**src/rtl/cp0_exc_sequencer.sv**
```systemverilog
// rtl/cp0_exc_sequencer.sv - CP0 exception entry / ERET sequencer with nested status stack
//
// Accepts NMI, synchronous exception, interrupt and ERET requests from the
// pipeline. Each accepted request runs a fixed five-cycle sequence:
//   entry : IDLE -> FLUSH -> SAVE -> WRITE -> REDIR -> IDLE
//   eret  : IDLE -> FLUSH -> POP  -> WRITE -> REDIR -> IDLE
// A hardware stack of {status, EPC} pairs lets nested exceptions restore the
// exact prior status on ERET.
//
// Ports
//   clk            in   clock, rising edge
//   rst            in   asynchronous active-low reset
//   exc_req        in   exception request (level, held until ack)
//   exc_code[4:0]  in   cause code for exc_req, sampled at acceptance
//   nmi_req        in   non-maskable interrupt request
//   eret_req       in   ERET retiring
//   epc_in[31:0]   in   PC of faulting/interrupted instruction, sampled at acceptance
//   int_pending[7:0] in interrupt lines IP[7:0]
//   status_in[31:0] in  current status register
//   ack            out  one-cycle pulse: request accepted
//   flush          out  one-cycle pipeline flush
//   we_s           out  one-cycle status write enable
//   status_wdata[31:0] out status write value
//   redirect_valid out  one-cycle pulse qualifying redirect_pc
//   redirect_pc[31:0] out fetch target
//   cause_code[4:0] out code of last accepted exception (0 = interrupt, 31 = NMI)
//   depth[3:0]     out  stack occupancy, 0..DEPTH
//   overflow       out  sticky: push attempted while stack full
//   underflow      out  sticky: ERET with empty stack

module cp0_exc_sequencer #(
    parameter int DEPTH = 4
) (
    input  logic        clk,
    input  logic        rst,
    input  logic        exc_req,
    input  logic [4:0]  exc_code,
    input  logic        nmi_req,
    input  logic        eret_req,
    input  logic [31:0] epc_in,
    input  logic [7:0]  int_pending,
    input  logic [31:0] status_in,
    output logic        ack,
    output logic        flush,
    output logic        we_s,
    output logic [31:0] status_wdata,
    output logic        redirect_valid,
    output logic [31:0] redirect_pc,
    output logic [4:0]  cause_code,
    output logic [3:0]  depth,
    output logic        overflow,
    output logic        underflow
);

    localparam logic [3:0]  DEPTH_W   = 4'(DEPTH);

    // Status register bit positions
    localparam int IE_B  = 0;
    localparam int EXL_B = 1;
    localparam int ERL_B = 2;
    localparam int UM_B  = 4;
    localparam int BEV_B = 22;

    localparam logic [31:0] NMI_VEC      = 32'hBFC0_0000;
    localparam logic [31:0] BOOT_EXC_VEC = 32'hBFC0_0380;
    localparam logic [31:0] EXC_VEC      = 32'h8000_0180;

    typedef enum logic [2:0] {
        IDLE,
        FLUSH,
        SAVE,
        POP,
        WRITE,
        REDIR
    } state_t;

    typedef enum logic [1:0] {
        K_EXC,      // synchronous exception or interrupt
        K_NMI,
        K_ERET
    } kind_t;

    state_t      state;
    kind_t       kind;
    logic [31:0] snap_s;        // status_in captured at acceptance
    logic [31:0] snap_p;        // epc_in captured at acceptance
    logic [31:0] target;        // redirect target decided in SAVE/POP

    // Stack storage is not reset: entries above depth are never read.
    logic [31:0] stack_s [0:7];
    logic [31:0] stack_p [0:7];

    logic        int_take;
    logic [2:0]  top_idx;
    logic        push_ok;

    assign int_take = status_in[IE_B] & ~status_in[EXL_B] & ~status_in[ERL_B]
                    & (|(int_pending & status_in[15:8]));

    assign top_idx  = depth[2:0] - 3'd1;
    assign push_ok  = (depth != DEPTH_W);

    always_ff @(posedge clk) begin
        if (state == SAVE && push_ok) begin
            stack_s[depth[2:0]] <= snap_s;
            stack_p[depth[2:0]] <= snap_p;
        end
    end

    always_ff @(posedge clk or negedge rst) begin
        if (!rst) begin
            state          <= IDLE;
            kind           <= K_EXC;
            snap_s         <= 32'd0;
            snap_p         <= 32'd0;
            target         <= 32'd0;
            ack            <= 1'b0;
            flush          <= 1'b0;
            we_s           <= 1'b0;
            status_wdata   <= 32'd0;
            redirect_valid <= 1'b0;
            redirect_pc    <= 32'd0;
            cause_code     <= 5'd0;
            depth          <= 4'd0;
            overflow       <= 1'b0;
            underflow      <= 1'b0;
        end else begin
            // Pulse outputs default low; each is raised for exactly one state.
            ack            <= 1'b0;
            flush          <= 1'b0;
            we_s           <= 1'b0;
            redirect_valid <= 1'b0;

            case (state)
                IDLE: begin
                    if (nmi_req || exc_req || int_take || eret_req) begin
                        state  <= FLUSH;
                        ack    <= 1'b1;
                        flush  <= 1'b1;
                        snap_s <= status_in;
                        snap_p <= epc_in;
                        if (nmi_req) begin
                            kind       <= K_NMI;
                            cause_code <= 5'd31;
                        end else if (exc_req) begin
                            kind       <= K_EXC;
                            cause_code <= exc_code;
                        end else if (int_take) begin
                            kind       <= K_EXC;
                            cause_code <= 5'd0;
                        end else begin
                            // ERET leaves cause_code describing the last exception.
                            kind <= K_ERET;
                        end
                    end
                end

                FLUSH: begin
                    state <= (kind == K_ERET) ? POP : SAVE;
                end

                SAVE: begin
                    // A full stack drops the push but the entry still completes.
                    if (push_ok) begin
                        depth <= depth + 4'd1;
                    end else begin
                        overflow <= 1'b1;
                    end
                    we_s <= 1'b1;
                    if (kind == K_NMI) begin
                        status_wdata        <= snap_s;
                        status_wdata[ERL_B] <= 1'b1;
                        status_wdata[BEV_B] <= 1'b1;
                        status_wdata[UM_B]  <= 1'b0;
                        target              <= NMI_VEC;
                    end else begin
                        status_wdata        <= snap_s;
                        status_wdata[EXL_B] <= 1'b1;
                        status_wdata[UM_B]  <= 1'b0;
                        target              <= snap_s[BEV_B] ? BOOT_EXC_VEC : EXC_VEC;
                    end
                    state <= WRITE;
                end

                POP: begin
                    we_s <= 1'b1;
                    if (depth == 4'd0) begin
                        // No saved context: just drop out of exception level.
                        underflow           <= 1'b1;
                        status_wdata        <= snap_s;
                        status_wdata[EXL_B] <= 1'b0;
                        status_wdata[ERL_B] <= 1'b0;
                        target              <= snap_p;
                    end else begin
                        depth        <= depth - 4'd1;
                        status_wdata <= stack_s[top_idx];
                        target       <= stack_p[top_idx];
                    end
                    state <= WRITE;
                end

                WRITE: begin
                    redirect_valid <= 1'b1;
                    redirect_pc    <= target;
                    state          <= REDIR;
                end

                REDIR: begin
                    state <= IDLE;
                end

                default: begin
                    state <= IDLE;
                end
            endcase
        end
    end

endmodule

```
**config.mk**
```make
export PLATFORM = sky130hd
export DESIGN_NAME = cp0_exc_sequencer
export DESIGN_NICKNAME = d
export VERILOG_FILES = /design/src/rtl/cp0_exc_sequencer.sv
export SDC_FILE = /design/constraint.sdc
export NUM_CORES = 1
export LEC_CHECK = 0
export CAP_MARGIN = 0
export CORE_MARGIN = 2
export CORE_UTILIZATION = 35
export CTS_CLUSTER_SIZE = 10
export DETAILED_ROUTE_END_ITERATION = 8
export HOLD_SLACK_MARGIN = 0.03
export REMOVE_ABC_BUFFERS = 1
export SYNTH_ARGS = -nofsm -noshare
export SYNTH_HDL_FRONTEND = slang
export SYNTH_SLANG_ARGS = --single-unit
```
**constraint.sdc**
```tcl
create_clock -name clk -period 7.26 [get_ports clk]
set_input_delay 0.726 -clock clk [delete_from_list [all_inputs] [get_ports clk]]
set_output_delay 0.726 -clock clk [all_outputs]
set_load 0.02 [all_outputs]
```
==> results of run 1 <==
[power by group through the flow]
| stage | sequential, mW | combinational, mW | clock [mW] |
|---|---|---|---|
| final | 6.20 | 4.43 | 3.70 |
| after global routing | 6.34 | 4.81 | 3.95 |
| after CTS | 6.22 | 4.52 | 3.80 |
| after detailed placement | 6.29 | 4.50 | 0 |
| after floorplan | 6.26 | 3.03 | 0 |
| after global placement | 6.24 | 4.47 | 0 |
[worst max-delay path, stage by stage, from the launching register on]
cell,delay [ns]
dfrtp_4,0.99
inv_1,0.36
ha_4,0.31
nor2b_1,0.16
a21oi_1,0.19
nand2_1,0.21
nor2_4,0.99
buf_4,0.64
[registers in the layout (all words and copies together) (netlist names)]
| name | cells |
|---|---|
| redirect_valid | 1 |
| status_wdata | 32 |
| stack_s | 256 |
| kind | 2 |
| stack_p | 256 |
| target | 32 |
| snap_s | 32 |
| overflow | 1 |
| cause_code | 5 |
| snap_p | 32 |
| redirect_pc | 32 |
| flush | 1 |
| state | 3 |
| depth | 4 |
| we_s | 1 |
| underflow | 1 |
[per-stage QoR]
stage	worst slack, ns	cell area (um^2)	cells	utilization [%]
2_1_floorplan	-4.08	26000	1322	-
3_3_place_gp	2.88	29100	2477	39.0
3_5_place_dp	2.84	29100	2477	39.0
4_1_cts	2.83	31500	2623	42.2
5_1_grt	2.58	31500	2623	42.2
6_report	3.02	31500	2623	42.2
[cells in the final DEF (no fill, tap or decap), types with 3 or more instances in the layout]
cell type | netlist | layout
clkinv_2 | 0 | 3
edfxtp_1 | 512 | 512
nor2_1 | 40 | 35
dfrtp_1 | 179 | 178
clkbuf_1 | 29 | 54
mux2_4 | 40 | 40
mux2_2 | 57 | 57
mux4_2 | 119 | 119
o21ai_1 | 5 | 5
nand4_1 | 3 | 3
buf_4 | 7 | 26
mux2i_1 | 7 | 7
nor3_1 | 7 | 3
inv_1 | 9 | 9
nand2_1 | 139 | 139
clkdlybuf4s50_1 | 0 | 159
nor3_2 | 0 | 4
a31oi_1 | 28 | 28
a221o_1 | 22 | 22
o21ai_0 | 12 | 12
clkbuf_16 | 0 | 86
a21oi_1 | 54 | 54
nor2_4 | 0 | 6
a211oi_1 | 3 | 3
a22oi_1 | 4 | 4
o22ai_1 | 42 | 42
[cell families after synthesis]
kind of cell,synth area share [%]
muxes,15.1
buffers and inverters,1.85
DFF,75.0
and+or+nand+nor,3.28
adders and majority gates,0.217
xor gates and xnor gates,0.236
AOI/OAI and AO/OA,4.34
[worst paths after layout]
kind / slack (ns) / endpoint / startpoint
worst max-delay path: 3.02 / stack_s[7][6]$_DFFE_PP_ / depth[0]$_DFFE_PN0P_
min in group clk: 0.47 / underflow$_DFFE_PN0P_ / underflow$_DFFE_PN0P_
worst max register to register: 3.02 / stack_s[7][6]$_DFFE_PP_ / depth[0]$_DFFE_PN0P_
max in group asynchronous: 5.87 / redirect_pc[2]$_DFFE_PN0P_ / rst
worst min-delay path: 0.07 / snap_s[21]$_DFFE_PN0P_ / rst
worst min register to register: 0.47 / underflow$_DFFE_PN0P_ / underflow$_DFFE_PN0P_
[layer usage]
layer | up-vias | track usage [%] | part of all wire, %
met1 | 7217 | 21.4 | 43
met2 | 405 | 26.5 | 50
met3 | 79 | 2.83 | 4.8
li1 | 5922 | - | -
met4 | 0 | 3.86 | 1.7
met5 | - | 0 | 0
[final cells by class]
cell class | instances | area, um^2
Multi-Input combinational cell | 621 | 6220
Timing Repair Buffer | 186 | 1800
Tap cell | 969 | 1210
Inverter | 10 | 37.5
Sequential cell | 691 | 19900
Clock inverter | 4 | 31.3
Clock buffer | 142 | 2380
Fill cell | 6510 | 43200
==> out/qor.csv, run 1 <==
metric,value,unit
cts-resized-gates,0,
cp.arrival,4.48,ns
yosys.cell_types.count,53,
async_flop_share,25.9,%
p_int,9.66,mW
ys_ff_latch,691,
ctsHtreeMaxLevel,3,
viasPerCell,5.19,
power_switching_share,32.6,%
core_area,74700,um^2
wl_per_cell,23.1,um
clock_skew,0.0195,ns
p_per_area,454,nW/um^2
area_growth,19.2,%
grt_usage,15.8,%
finalCriticalPeriod,4.24,ns
startpoint_type,flop,
yosys.area.top_type,edfxtp_1,
die_x,279,um
cts_hold_buf,0,
clock_path_buffers,3,
synth_area_leaders,"edfxtp_1, dfrtp_1, mux4_2, mux2_2, mux2_4",
maxCapViolations,0,
synth_flop_cell,edfxtp_1,
combPwrFrac,30.9,%
post-route-drc-count,0,
die_area,77900,um^2
die_y,279,um
finalHoldViolations,0,
grt.overflow.total,0,
status,completed,
ctsRootBufferMaster,clkbuf_16,
power.total,14.3,mW
nets,1676,
drive_above_1_share,21.6,%
holdWs,0.0702,ns
cts_setup_buffers,0,
io_pins,161,
synth.top_cell.area_share,58.1,%
rsz0062_at_grt,no,
place_hpwl,33400,um
clkLatencyLatePin,0.62,ns
first_iter_violations,1044,
cts_tree,built,
antenna_left,0,
path_class,flop to flop,
vdd_drop_max,0.545,mV
tightestPinTransition,1.16,ns
clkSinkCount,691,
drv_slew,0,
yosysMostFrequentCell,edfxtp_1,
rows,100,
vias,13600,
wirelength,60600,um
ys_top_cells_by_count,"edfxtp_1, dfrtp_1, nand2_1, mux4_2, mux2_2",
relSlewSlack,22.7,%
period_share,58.4,%
reg2regPathDepth,7,
synth_warnings,0,
yosysSeqAreaShare,75.0,%
numCtsBuffers,80,
synth_area,26500,um^2
tns,0,ns
antenna_cells,0,
end_kind,flop,
grt_first_pass_wirelength,92300,um
synthCells,1401,
gp_congestion,0.756,
seq_power_share,43.3,%
initial_core_util,35.4,%
setup_viol,0,
cp_max_fo,46,
avgSynthCellArea,18.9,um^2
clk_pin_slew,0.06,ns
io_buffers,160,
max_freq,236,MHz
grt_pass1_vias,14300,
clkPwrFrac,25.8,%
hold_path.class,input pin to asynchronous set/reset pin,
drtPass1Iterations,5,
switchingPower,4.67,mW
grt_start_max_net_pins,68,
antenna_found_initial,0,
synth_edf_count,512,
p_leak,10.9,nW
cp_data_required_time,7.50,ns
Note: power is estimated with default switching activity, not from simulation.
==> inputs of run 2 (changes only) <==
==> constraint.sdc (replaced) <==
create_clock -name clk -period 3.7 [get_ports clk]
set_input_delay 0.37 -clock clk [delete_from_list [all_inputs] [get_ports clk]]
set_output_delay 0.37 -clock clk [all_outputs]
set_load 0.02 [all_outputs]
==> out/qor.csv, run 2 (same netlist as run 1, synthesis figures left out) <==
metric,value,unit,change
status,completed,,unchanged
seq_power_share,42.5,%,was 43.3%
n_fill_cell,6535,,was 6510
final_cell_mix,"edfxtp_1, dfrtp_1, clkdlybuf4s50_1",,unchanged
clock_skew,0.0251,ns,was 0.0195 ns
vdd_drop_max,0.660,mV,was 0.545 mV
grt_usage,16.4,%,was 15.8%
wirelength,63200,um,was 60600 um
vias,13700,,was 13.6k
hold_path.class,input pin to asynchronous set/reset pin,,unchanged
area_growth,19.9,%,was 19.2%
pre_cts_slack,0.757,ns,was 2.84 ns
max_freq,341,MHz,
antenna_left,0,,unchanged
power_switching_share,33.0,%,was 32.6%
antenna_found_initial,2,,was 0
layout_commonest_cell,edfxtp_1,,unchanged
max_stage_delay,0.78,ns,was 0.99 ns
clock_path_buffers,3,,unchanged
maxCapViolations,0,,unchanged
core_area,74700,um^2,unchanged
initial_core_util,35.4,%,unchanged
startpoint,depth[0]$_DFFE_PN0P_,,unchanged
cts-resized-gates,0,,unchanged
multiInputGateArea,6220,um^2,unchanged
finalHoldViolations,0,,unchanged
regArea,19900,um^2,unchanged
layout_setup_ws,0.766,ns,was 3.02 ns
rr_startpoint,depth[1]$_DFFE_PN0P_,,was depth[0]$_DFFE_PN0P_
clk_pin_slew,0.06,ns,about the same
relSlewSlack,30.0,%,was 22.7%
rrSetupSlack,0.92,ns,was 3.02 ns
io_pins,161,,unchanged
post-route-drc-count,0,,unchanged
power.total,28.3,mW,was 14.3 mW
p_int,18.9,mW,was 9.66 mW
numCtsBuffers,79,,was 80
cts_tree,built,,unchanged
wl_per_cell,23.9,um,was 23.1 um
grt.overflow.total,0,,unchanged
finalCriticalPeriod,2.93,ns,
cp_num_buf_inv,2,,unchanged
clkPwrFrac,25.2,%,was 25.8%
die_area,77900,um^2,unchanged
path_class,flop to output port,,was flop to flop
cp_top_family,buffers and inverters,,was simple AND/OR/NAND/NOR gates
grt_first_pass_wirelength,95200,um,was 92300 um
io_buffers,160,,unchanged
clkSinkCount,691,,unchanged
end_kind,output port,,was flop
tightestPinTransition,1.05,ns,was 1.16 ns
switchingPower,9.34,mW,was 4.67 mW
clkLatencyLatePin,0.62,ns,about the same
dpl-instance-area,29400,um^2,was 29100 um^2
grt_start_max_net_pins,118,,was 68
cp.arrival,2.56,ns,was 4.48 ns
rsz0062_at_grt,no,,unchanged
viasPerCell,5.20,,was 5.19
p_leak,10.9,nW,about the same
cp_data_required_time,3.33,ns,was 7.50 ns
ctsRootBufferMaster,clkbuf_16,,unchanged
rr_endpoint,status_wdata[15]$_DFFE_PN0P_,,was stack_s[7][6]$_DFFE_PP_
tns,0,ns,unchanged
period_share,79.3,%,
nets,1694,,was 1676
die_x,279,um,unchanged
first_iter_violations,1093,,was 1044
drive_above_1_share,22.1,%,was 21.6%
drtPass1Iterations,5,,unchanged
cp_max_fo,117,,was 46
slowest_stage,clkdlybuf4s50_1,,was dfrtp_4
die_y,279,um,unchanged
p_per_area,890,nW/um^2,was 454 nW/um^2
combPwrFrac,32.3,%,was 30.9%
startpoint_type,flop,,unchanged
final_area,31700,um^2,was 31500 um^2
gp_congestion,0.734,,was 0.756
rows,100,,unchanged
crit_chain,buf_12 > clkdlybuf4s50_1,,was inv_1 > ha_4 > nor2b_1 > a21oi_1 > nand2_1 > nor2_4 > buf_4
cts_setup_buffers,0,,unchanged
holdWs,0.341,ns,was 0.0702 ns
ctsHtreeMaxLevel,3,,unchanged
reg2regPathDepth,7,,unchanged
drv_slew,0,,unchanged
place_hpwl,35200,um,was 33400 um
grt_pass1_vias,14500,,was 14.3k
setup_viol,0,,unchanged
run 2: cell count changes in the layout (fill, tap and decap cells not counted), moves of 2 or more:
cell,delta
clkbuf_8,-2
clkbuf_16,-3
buf_4,+8
clkbuf_1,+5
buf_12,+10
clkinv_2,-3
clkinv_1,+2
run 2: layout make-up:
cell class | instances | area share, %
diodes | 1 | 0.00788
multi-input cells | 621 | 19.6
repair buffers | 205 | 6.53
inverters | 10 | 0.118
well taps | 969 | 3.82
flip-flops and latches | 691 | 62.6
clock buffers | 142 | 7.24
clock inverters | 4 | 0.114
run 2: how the worst max path moves through the flow:
stage	slack, ns	endpoint	cells past startpoint
6_report	0.77	depth[0]	2
5_1_grt	0.54	depth[0]	2
4_1_cts	0.62	depth[0]	2
3_5_place_dp	0.76	snap_s[0]$_DFFE_PN0P_	7
3_3_place_gp	0.78	snap_p[29]$_DFFE_PN0P_	7
2_1_floorplan	-7.64	stack_p[3][0]$_DFFE_PP_	6
run 2: metrics by stage:
step | instances | util (%)
floorplan | 1322 | -
global placement | 2495 | 39.3
detailed placement | 2495 | 39.3
CTS | 2642 | 42.5
global route | 2642 | 42.5
finish | 2643 | 42.5
run 2: power by group through the flow:
stage          sequential (mW)  clock [mW]  combinational, mW
2_1_floorplan             12.2           0               5.33
3_3_place_gp              12.1           0               9.19
3_5_place_dp              12.2           0               9.26
4_1_cts                   12.0        7.28               9.30
5_1_grt                   12.2        7.62               9.88
6_report                  12.0        7.13               9.12
run 2: worst reg2reg max path, delay by kind of cell (launching register included):
family                   cells  cell delay (ns)
buffers and inverters        1             0.25
flip-flops                   1             0.46
AO/OA/AOI/OAI                2             0.45
adder cells (fa/ha/maj)      1             0.25
AND/OR/NAND/NOR              3             1.18
run 2: per-layer routing:
metal / GRT usage, % / vias to the layer above / wire, um / part of all wire (%)
met4: 4.62 / 2 / 1420 / 2.2
met2: 26.4 / 393 / 30500 / 48
met3: 3.48 / 85 / 3210 / 5.1
li1: - / 5965 / - / -
met1: 22.7 / 7288 / 28100 / 44
met5: 0 / - / 11 / 0.017
run 2: repair_timing:
action                                 CTS  global route
hold buffers                             1             0
endpoints found under the hold margin   75             0
setup endpoints to repair                0             0
